<file path="src/rtl/jump_input_conditioner_if.sv">
// Button-in / jump-out bundle between the raw frog controls and the conditioner.
// master = whoever drives the buttons; slave = the conditioner itself.
interface jump_input_conditioner_if;
    logic       btn_forward_in;
    logic       btn_backward_in;
    logic       btn_right_in;
    logic       btn_left_in;
    logic       jump_forward;
    logic       jump_backward;
    logic       jump_right;
    logic       jump_left;
    logic [3:0] pressed;
    logic       busy;
    logic       fsmState;

    modport master (
        output btn_forward_in, btn_backward_in, btn_right_in, btn_left_in,
        input  jump_forward, jump_backward, jump_right, jump_left,
        input  pressed, busy, fsmState
    );

    modport slave (
        input  btn_forward_in, btn_backward_in, btn_right_in, btn_left_in,
        output jump_forward, jump_backward, jump_right, jump_left,
        output pressed, busy, fsmState
    );
endinterface

</file>
<file path="src/rtl/jump_input_conditioner.sv">
// Sync + debounce of four frog buttons, priority arbitration and hop cooldown.
// Optional macro AUTO_REPEAT_EN re-fires the last direction while it stays held.
module jump_input_conditioner #(
    parameter int DEBOUNCE_CYCLES = 250_000,
    parameter int COOLDOWN_CYCLES = 2_510_000,
    parameter int REPEAT_CYCLES   = 5_020_000
) (
    input  logic clk,
    input  logic rst_n,
    jump_input_conditioner_if.slave io
);

    localparam int DbW = $clog2(DEBOUNCE_CYCLES + 1);
    localparam int CdW = $clog2(COOLDOWN_CYCLES + 1);
    localparam logic [DbW-1:0] DbMax  = DbW'(DEBOUNCE_CYCLES);
    localparam logic [CdW-1:0] CdLoad = CdW'(COOLDOWN_CYCLES - 1);

    typedef enum logic {
        IDLE     = 1'b0,
        COOLDOWN = 1'b1
    } state_t;

    state_t state;
    state_t stateNext;

    // Bit order everywhere: {left, right, backward, forward}; forward is highest priority.
    logic [3:0]     rawBtn;
    logic [3:0]     sync1;
    logic [3:0]     sync2;
    logic [3:0]     stable;
    logic [3:0]     stableD;
    logic [DbW-1:0] dbCnt [4];
    logic [3:0]     pressEvent;
    logic [3:0]     fireVec;
    logic [3:0]     jumpReg;
    logic [CdW-1:0] cdCnt;

    assign rawBtn = {io.btn_left_in, io.btn_right_in, io.btn_backward_in, io.btn_forward_in};

    always_ff @(posedge clk or negedge rst_n) begin
        if (!rst_n) begin
            sync1   <= '0;
            sync2   <= '0;
            stable  <= '0;
            stableD <= '0;
            for (int i = 0; i < 4; i++) begin
                dbCnt[i] <= '0;
            end
        end else begin
            sync1   <= rawBtn;
            sync2   <= sync1;
            stableD <= stable;
            for (int i = 0; i < 4; i++) begin
                if (sync2[i] == stable[i]) begin
                    dbCnt[i] <= '0;
                end else if (dbCnt[i] == DbMax) begin
                    stable[i] <= sync2[i];
                    dbCnt[i]  <= '0;
                end else begin
                    dbCnt[i] <= dbCnt[i] + DbW'(1);
                end
            end
        end
    end

    assign pressEvent = stable & ~stableD;

`ifdef AUTO_REPEAT_EN
    localparam int RpW = $clog2(REPEAT_CYCLES + 1);
    localparam logic [RpW-1:0] RpLast = RpW'(REPEAT_CYCLES - 1);

    logic [RpW-1:0] repCnt;
    logic [1:0]     lastDir;
    logic           lastValid;
    logic [1:0]     fireIdx;

    always_comb begin
        fireIdx = 2'd0;
        case (fireVec)
            4'b0010: fireIdx = 2'd1;
            4'b0100: fireIdx = 2'd2;
            4'b1000: fireIdx = 2'd3;
            default: fireIdx = 2'd0;
        endcase
    end

    // Counter saturates at RpLast; REPEAT_CYCLES > COOLDOWN_CYCLES keeps repeats out of COOLDOWN.
    always_ff @(posedge clk or negedge rst_n) begin
        if (!rst_n) begin
            repCnt    <= '0;
            lastDir   <= 2'd0;
            lastValid <= 1'b0;
        end else if (fireVec != 4'b0000) begin
            repCnt    <= '0;
            lastDir   <= fireIdx;
            lastValid <= 1'b1;
        end else if (!stable[lastDir]) begin
            repCnt <= '0;
        end else if (repCnt != RpLast) begin
            repCnt <= repCnt + RpW'(1);
        end
    end
`endif

    // State register: also owns the cooldown counter and the registered pulses.
    always_ff @(posedge clk or negedge rst_n) begin
        if (!rst_n) begin
            state   <= IDLE;
            cdCnt   <= '0;
            jumpReg <= '0;
        end else begin
            state   <= stateNext;
            jumpReg <= fireVec;
            if (fireVec != 4'b0000) begin
                cdCnt <= CdLoad;
            end else if (state == COOLDOWN && cdCnt != '0) begin
                cdCnt <= cdCnt - CdW'(1);
            end
        end
    end

    always_comb begin
        stateNext = state;
        fireVec   = 4'b0000;
        case (state)
            IDLE: begin
                if (pressEvent != 4'b0000) begin
                    // Isolate the lowest set bit: forward wins, the rest are discarded.
                    fireVec   = pressEvent & (~pressEvent + 4'd1);
                    stateNext = COOLDOWN;
                end
`ifdef AUTO_REPEAT_EN
                else if (lastValid && stable[lastDir] && repCnt == RpLast) begin
                    fireVec   = 4'b0001 << lastDir;
                    stateNext = COOLDOWN;
                end
`endif
            end
            COOLDOWN: begin
                if (cdCnt == '0) begin
                    stateNext = IDLE;
                end
            end
            default: stateNext = IDLE;
        endcase
    end

    always_comb begin
        io.jump_forward  = jumpReg[0];
        io.jump_backward = jumpReg[1];
        io.jump_right    = jumpReg[2];
        io.jump_left     = jumpReg[3];
        io.pressed       = stable;
        io.busy          = (state == COOLDOWN);
        io.fsmState      = state;
    end

endmodule

</file>
<file path="src/flat_wrapper.sv">
// flat-port wrapper written by rule: the top's interface ports become plain ports
module jump_input_conditioner_flat 
#(
    parameter int DEBOUNCE_CYCLES = 250_000,
    parameter int COOLDOWN_CYCLES = 2_510_000,
    parameter int REPEAT_CYCLES   = 5_020_000
)
  (clk, rst_n, io_btn_forward_in, io_btn_backward_in, io_btn_right_in, io_btn_left_in, io_jump_forward, io_jump_backward, io_jump_right, io_jump_left, io_pressed, io_busy, io_fsmState);
  jump_input_conditioner_if io_i ();
  input  logic clk;
  input  logic rst_n;
  input wire logic [$bits(io_i.btn_forward_in)-1:0] io_btn_forward_in;
  input wire logic [$bits(io_i.btn_backward_in)-1:0] io_btn_backward_in;
  input wire logic [$bits(io_i.btn_right_in)-1:0] io_btn_right_in;
  input wire logic [$bits(io_i.btn_left_in)-1:0] io_btn_left_in;
  output wire logic [$bits(io_i.jump_forward)-1:0] io_jump_forward;
  output wire logic [$bits(io_i.jump_backward)-1:0] io_jump_backward;
  output wire logic [$bits(io_i.jump_right)-1:0] io_jump_right;
  output wire logic [$bits(io_i.jump_left)-1:0] io_jump_left;
  output wire logic [$bits(io_i.pressed)-1:0] io_pressed;
  output wire logic [$bits(io_i.busy)-1:0] io_busy;
  output wire logic [$bits(io_i.fsmState)-1:0] io_fsmState;
  assign io_i.btn_forward_in = io_btn_forward_in;
  assign io_i.btn_backward_in = io_btn_backward_in;
  assign io_i.btn_right_in = io_btn_right_in;
  assign io_i.btn_left_in = io_btn_left_in;
  assign io_jump_forward = io_i.jump_forward;
  assign io_jump_backward = io_i.jump_backward;
  assign io_jump_right = io_i.jump_right;
  assign io_jump_left = io_i.jump_left;
  assign io_pressed = io_i.pressed;
  assign io_busy = io_i.busy;
  assign io_fsmState = io_i.fsmState;
  jump_input_conditioner #(.DEBOUNCE_CYCLES(DEBOUNCE_CYCLES), .COOLDOWN_CYCLES(COOLDOWN_CYCLES), .REPEAT_CYCLES(REPEAT_CYCLES)) u_core (.clk(clk), .rst_n(rst_n), .io(io_i));
endmodule
</file>
<file path="config.mk">
export PLATFORM = sky130hd
export DESIGN_NAME = jump_input_conditioner_flat
export DESIGN_NICKNAME = d
export VERILOG_FILES = /design/src/rtl/jump_input_conditioner_if.sv /design/src/rtl/jump_input_conditioner.sv /design/src/flat_wrapper.sv
export SDC_FILE = /design/constraint.sdc
export NUM_CORES = 1
export LEC_CHECK = 0
export CAP_MARGIN = 20
export CORE_ASPECT_RATIO = 0.9
export CORE_MARGIN = 1
export CORE_UTILIZATION = 50
export CTS_BUF_LIST = sky130_fd_sc_hd__clkbuf_8
export DETAILED_ROUTE_END_ITERATION = 8
export GPL_TIMING_DRIVEN = 0
export PLACE_DENSITY_LB_ADDON = 0.2
export SLEW_MARGIN = 20
export SYNTH_ARGS = -nofsm -noshare
export SYNTH_HDL_FRONTEND = slang
export SYNTH_SLANG_ARGS = --single-unit
</file>
<file path="constraint.sdc">
create_clock -name clk -period 5.9 [get_ports clk]
set_input_delay 1.18 -clock clk [delete_from_list [all_inputs] [get_ports clk]]
set_output_delay 1.18 -clock clk [all_outputs]
set_load 0.03 [all_outputs]
</file>
-- Yosys cells after proc, flatten, opt, wreduce, memory -nomap -nowiden
Index checks and enable logic that the tools add are counted.
- bits in registers: 115
- output and inout port bits: 10
- mux-type cells: 15
- equality and inequality tests: 8
- bitwise logic cells: 9
- add/subtract/negate cells: 6
- reductions and logical operators: 10
- operators by type and width (operator ; number):
    $mux W18 ; 8
    $add A18 B1 Y18 const B ; 4
    $eq A18 B18 Y1 const B ; 4
    $mux W22 ; 2
    $logic_not A22 Y1 ; 1
    $reduce_bool A22 Y1 ; 1
    $sub A22 B1 Y22 const B ; 1
    $and A4 B4 Y4 ; 2
    $mux W4 ; 2
    $not A4 Y4 ; 2
    $reduce_and A2 Y1 ; 4
    $reduce_bool A4 Y1 ; 2
    $not A1 Y1 ; 5
    $add A4 B1 Y4 const B ; 1
    $eq A1 B1 Y1 ; 4
    $mux W1 ; 2
    $pmux W1 S2 ; 1
    $reduce_bool A2 Y1 ; 1
    $logic_and A1 B1 Y1 ; 1

-- Longest topological paths before layout
Gate-level depths: netlist of the first run.
- depth after elaboration: 9
- mapped depth: 8
- mapped depth without buffers: 7

-- Least setup slack after synthesis of the first run
Ideal clock, no wire load.
- path kind: flip-flop to flip-flop
- start: register u_core.cdCnt[6]
- end: register u_core.cdCnt[11]
- required time: 5768 ps
- stages on the path, launching flop included: 6
- clock period less this slack: 1940 ps
- data arrival time: 1808 ps
- path slack: 3960 ps
- cell sequence: dfrtp_1 > or4_1 > buf_2 > or3_1 > o21ai_1 > or3b_1
- word-level cells in the longest chain between the ends: 3
- RTL lines (what ; RTL line ; source):
    start: declaration ; jump_input_conditioner.sv:36 ; logic [CdW-1:0] cdCnt;
    start signal: assignment ; jump_input_conditioner.sv:115 ; cdCnt <= CdLoad;
    start signal: assignment ; jump_input_conditioner.sv:117 ; cdCnt <= cdCnt - CdW'(1);
    $sub A22 B1 Y22 / $reduce_bool A22 Y1 (equally long branches) ; jump_input_conditioner.sv:117, jump_input_conditioner.sv:116 ;
    $mux W22 / $logic_and A1 B1 Y1 (equally long branches) ; jump_input_conditioner.sv:116 ; end else if (state == COOLDOWN && cdCnt != '0) begin
    $mux W22 / $reduce_bool A2 Y1 (equally long branches) ; -- ;
Parallel ways exist; a longest one is shown, timed or not. The select of a mux whose other input is x is not followed.
A chain may end at the register's enable or synchronous reset.

-- Final worst setup path of the first run
- start: register u_core.stable[2] (netlist: u_core.io.pressed[2])
- end: output io_pressed[2]
- RTL lines (what ; RTL line ; source):
    start: declaration ; jump_input_conditioner.sv:30 ; logic [3:0] stable;
    start signal: indexed assignment ; jump_input_conditioner.sv:57 ; stable[i] <= sync2[i];
    end: declaration ; flat_wrapper.sv:20 ; output wire logic [$bits(io_i.pressed)-1:0] io_pressed;
No word-level cell between the ends.

==> results of run 1 <==
state kept, by name, indices dropped and copies added, names as in the netlist:
name	flops
u_core.cdCnt	22
u_core.dbCnt	72
u_core.io.busy	1
u_core.io.pressed	4
u_core.jumpReg	4
u_core.stableD	4
u_core.sync1	4
u_core.sync2	4
power by group through the flow:
| stage | Clock, mW | Sequential, mW | Combinational [mW] |
|---|---|---|---|
| after floorplan | 0 | 0.820 | 0.0236 |
| after global placement | 0 | 0.822 | 0.0476 |
| after detailed placement | 0 | 0.823 | 0.0512 |
| after CTS | 0.764 | 0.808 | 0.0520 |
| after global routing | 0.798 | 0.809 | 0.0593 |
| final | 0.746 | 0.808 | 0.0497 |
routing by layer:
metal / up-vias / track usage / routed length, um
li1: 1898 / - / -
met1: 1923 / 0.263 / 4930
met2: 65 / 0.313 / 4600
met3: 11 / 0.0505 / 312
met4: 0 / 0.0831 / 119
met5: - / 0 / 0
stage by stage:
step	setup slack [ps]	util	setup TNS, ps	std cells	hold slack (ps)
global route	3060	0.595	0	710	358
CTS	3090	0.595	0	710	353
global placement	-710	0.552	-80860	677	335
detailed placement	3570	0.555	0	678	336
finish	3110	0.595	0	710	350
floorplan	3960	-	0	533	331
cells by family (layout without fill, tap and decap cells):
logic type / after synthesis / count (layout) / share of synthesized area
simple gates: 266 / 266 / 0.258
flops: 115 / 115 / 0.529
xor+xnor: 71 / 71 / 0.114
buf+inv: 38 / 86 / 0.0287
compound gates: 24 / 24 / 0.0306
mux: 10 / 10 / 0.0195
fa+ha+maj: 9 / 9 / 0.0207
cell usage in the layout (no fill, tap or decap), types with 8 or more instances in the layout:
| cell | count |
|---|---|
| sky130_fd_sc_hd__xor2_1 | 42 |
| sky130_fd_sc_hd__clkbuf_8 | 21 |
| sky130_fd_sc_hd__and3_1 | 11 |
| sky130_fd_sc_hd__nand2_1 | 19 |
| sky130_fd_sc_hd__clkdlybuf4s50_1 | 14 |
| sky130_fd_sc_hd__nor2_1 | 100 |
| sky130_fd_sc_hd__nor3_1 | 11 |
| sky130_fd_sc_hd__dfrtp_1 | 115 |
| sky130_fd_sc_hd__nor4_1 | 8 |
| sky130_fd_sc_hd__and4_1 | 11 |
| sky130_fd_sc_hd__nand3_1 | 44 |
| sky130_fd_sc_hd__buf_2 | 8 |
| sky130_fd_sc_hd__ha_1 | 9 |
| sky130_fd_sc_hd__nand4_1 | 17 |
| sky130_fd_sc_hd__xnor2_1 | 29 |
| sky130_fd_sc_hd__inv_1 | 21 |
cell type report:
type | instances | area [um^2]
fill | 920 | 4220
sequential | 115 | 2880
timing repair buffer | 16 | 179
clock buffer | 21 | 289
buffer | 17 | 77.6
tap | 129 | 161
multi-input combinational | 380 | 2410
inverter | 21 | 78.8
clock inverter | 11 | 125
worst min path at each step:
stage | from | end
finish | u_core.sync1[2] | u_core.sync2[2]
global route | u_core.sync1[2] | u_core.sync2[2]
CTS | u_core.sync1[3] | u_core.sync2[3]
detailed placement | u_core.sync1[2] | u_core.sync2[2]
global placement | u_core.sync1[0] | u_core.sync2[0]
floorplan | u_core.sync1[0] | u_core.sync2[0]
==> results.txt, run 1 <==
----------------------------------------------------
[Outcome]
  Run status ... completed

[Critical path]
  Ordered cell list for the critical path ... clkdlybuf4s50_1
  Crit path from ... u_core.io.pressed[2]
  FF-to-FF setup slack ... about 3800 ps
  WP data arrival ... 1610 ps
  Family with the most delay on the worst path ... buffers and inverters
  Cell type of the slowest stage on the worst timing path ... sky130_fd_sc_hd__clkdlybuf4s50_1
  Origin of the critical flop-to-flop path ... u_core.dbCnt[31]
  Crit path max fanout ... 5
  Data required, critical path ... between 4000 and 5000 ps
  FF-to-FF path depth ... 6
  Timing endpoint of the critical path ... io_pressed[2]
  Buf/Inv on CP ... 1
  Cell count along the critical path ... 1
  Type of element capturing the critical path ... output port
  Delay contributed by the slowest stage of the critical path ... between 700 and 800 ps
  CP Launch Type ... flip-flop
  Critical R2R Capture ... u_core.dbCnt[32]
  Worst Setup Path Type ... reg2out

[GRT]
  Vias in the first global route ... between 3,000 and 4,000
  Maximum number of pins on one net before global-route repair ... 70
  Number of antenna violations at the first check in global routing ... 0
  Overflow after GRT ... 0
  Global-route total usage across every layer ... 0.198
  Global-route wire length before repair ... roughly 18 mm

[Power and ir drop]
  Sequential share of power ... 0.504
  Net switching power figure ... 369 uW
  Cell area power density ... about 260 nW/um^2
  Switching Fraction ... 0.230
  Peak supply drop ... between 0.2 and 0.3 mV
  Leak ... 2.79 nW
  Internal power consumption ... around 1.2 mW
  Clock network fraction of total power ... 0.465
  Total power consumption of the routed design ... between 1.5 and 2 mW
  Share of total power in combinational logic ... 0.031

[Timing]
  Pins Over Slew Limit ... 0
  Final Critical Period ... roughly 2800 ps
  Post-route clock period utilization ... 0.473
  Hold violation total from the final report ... 0
  Actual transition at the worst max-transition pin ... between 500 and 600 ps
  Relative slew slack ... 0.631
  Maximum clock skew at final layout ... about 13 ps
  Setup Viol. Count Final ... 0
  Unrepaired setup endpoints after global routing ... no
  Maximum frequency from static timing analysis ... 0.358 GHz

[Detailed routing]
  Count of TritonRoute iterations in the first routing pass ... 4
  Number of remaining DRC errors ... 0
  WL per Instance ... ~14 um
  DRC marker count from the first detailed-route iteration ... around 210
  Post-detailed-routing wire length ... approximately 10 mm
  Number of vias after detailed routing ... between 3,000 and 4,000
  Per-cell via count in the routed design ... 5.49
  Antenna viol nets, final ... 0

[Synth]
  Number of nets produced by synthesis ... 548
  Biggest area contributors in the synthesized netlist ... sky130_fd_sc_hd__dfrtp_1 (53%), sky130_fd_sc_hd__nor2_1 (6.9%), sky130_fd_sc_hd__xor2_1 (6.8%), sky130_fd_sc_hd__xnor2_1 (4.7%), sky130_fd_sc_hd__nand3_1 (4.0%)
  Leading cell type by number of instances after synthesis ... sky130_fd_sc_hd__dfrtp_1
  Post-synthesis sequential area ratio ... 0.529
  Summed instance area of the synthesized netlist ... 5440 um^2
  EDFF count, synth ... 0
  Syn Inst Count ... ~530
  Synth unique cells ... 46
  Synth warnings ... 0
  Synthesis-stage register bit count ... about 120
  Leading post-synthesis cells by instance count ... sky130_fd_sc_hd__dfrtp_1 (115), sky130_fd_sc_hd__nor2_1 (100), sky130_fd_sc_hd__nand3_1 (44)
  Async set-or-reset flop fraction in the synthesized netlist ... 1.00
  Largest area contributor in the synthesized netlist ... sky130_fd_sc_hd__dfrtp_1
  Share of the synthesized area in the top cell type ... 0.529
  Synthesized area per cell ... around 10 um^2
  Most used flip-flop cell after synthesis ... sky130_fd_sc_hd__dfrtp_1

[Clock network]
  Clock Pin Slew Worst Setup and Hold Paths ... ~70 ps
  CTS Hold Buffers Added ... 0
  Skew-Pair Late Insertion Delay ... 420 ps
  Maximum number of buffers from clock root to sink ... 2
  Number of setup buffers added after CTS ... 0
  Clock root buffer ... sky130_fd_sc_hd__clkbuf_8
  Number of buffers created by CTS ... 17
  # clock sinks ... around 120
  CTS tree ... built
  CTS-repair resized insts ... 0
  Deepest level of the CTS H-tree ... 4

[Layout]
  Summed area of non-filler cells in the final layout ... a little over 6000 um^2
  Total number of nets in the final design ... roughly 600
  Layout overhead on the synthesized area ... 13.9%
  ANT cells ... 0
  Fraction of final layout cells sized beyond drive strength 1 ... 0.102

[Die]
  Die boundary width ... ~110 um
  Core outline area ... 10,400 um^2
  # IOs ... 16
  Floorplan die area ... 11,300 um^2
  Initial core utilization ... 0.522
  Die Y ... 101 um
  Placement Rows ... 35

[Placed design]
  Half-perimeter wire length of the detailed placement result ... roughly 6.7 mm
  RePlAce Congestion ... between 0.8 and 0.9
  PortBufs ... 15
  DP Area ... ~5800 um^2

[Flow run]
  Max-cap viol count ... 0

[Worst hold path]
  Number of cells on the worst hold path ... 0
  Classification of the worst-slack hold path ... reg2reg

----------------------------------------------------
(Power assumes the default switching activity.)
==> run 2: changes to the inputs <==
==> constraint.sdc (replaced) <==
create_clock -name clk -period 2.75 [get_ports clk]
set_input_delay 0.55 -clock clk [delete_from_list [all_inputs] [get_ports clk]]
set_output_delay 0.55 -clock clk [all_outputs]
set_load 0.03 [all_outputs]
==> results of run 2 <==
The final DEF is identical to that of run 1. Status: completed.
Among the figures that moved: setup slack after placement 3570 ps -> 619 ps; setup slack after layout 3110 ps -> 586 ps; hold slack 350 ps -> 57.3 ps; register-to-register setup slack 3770 ps -> 620 ps; total power 1.60 mW -> 3.44 mW; worst IR drop on VDD 0.251 mV -> 0.538 mV
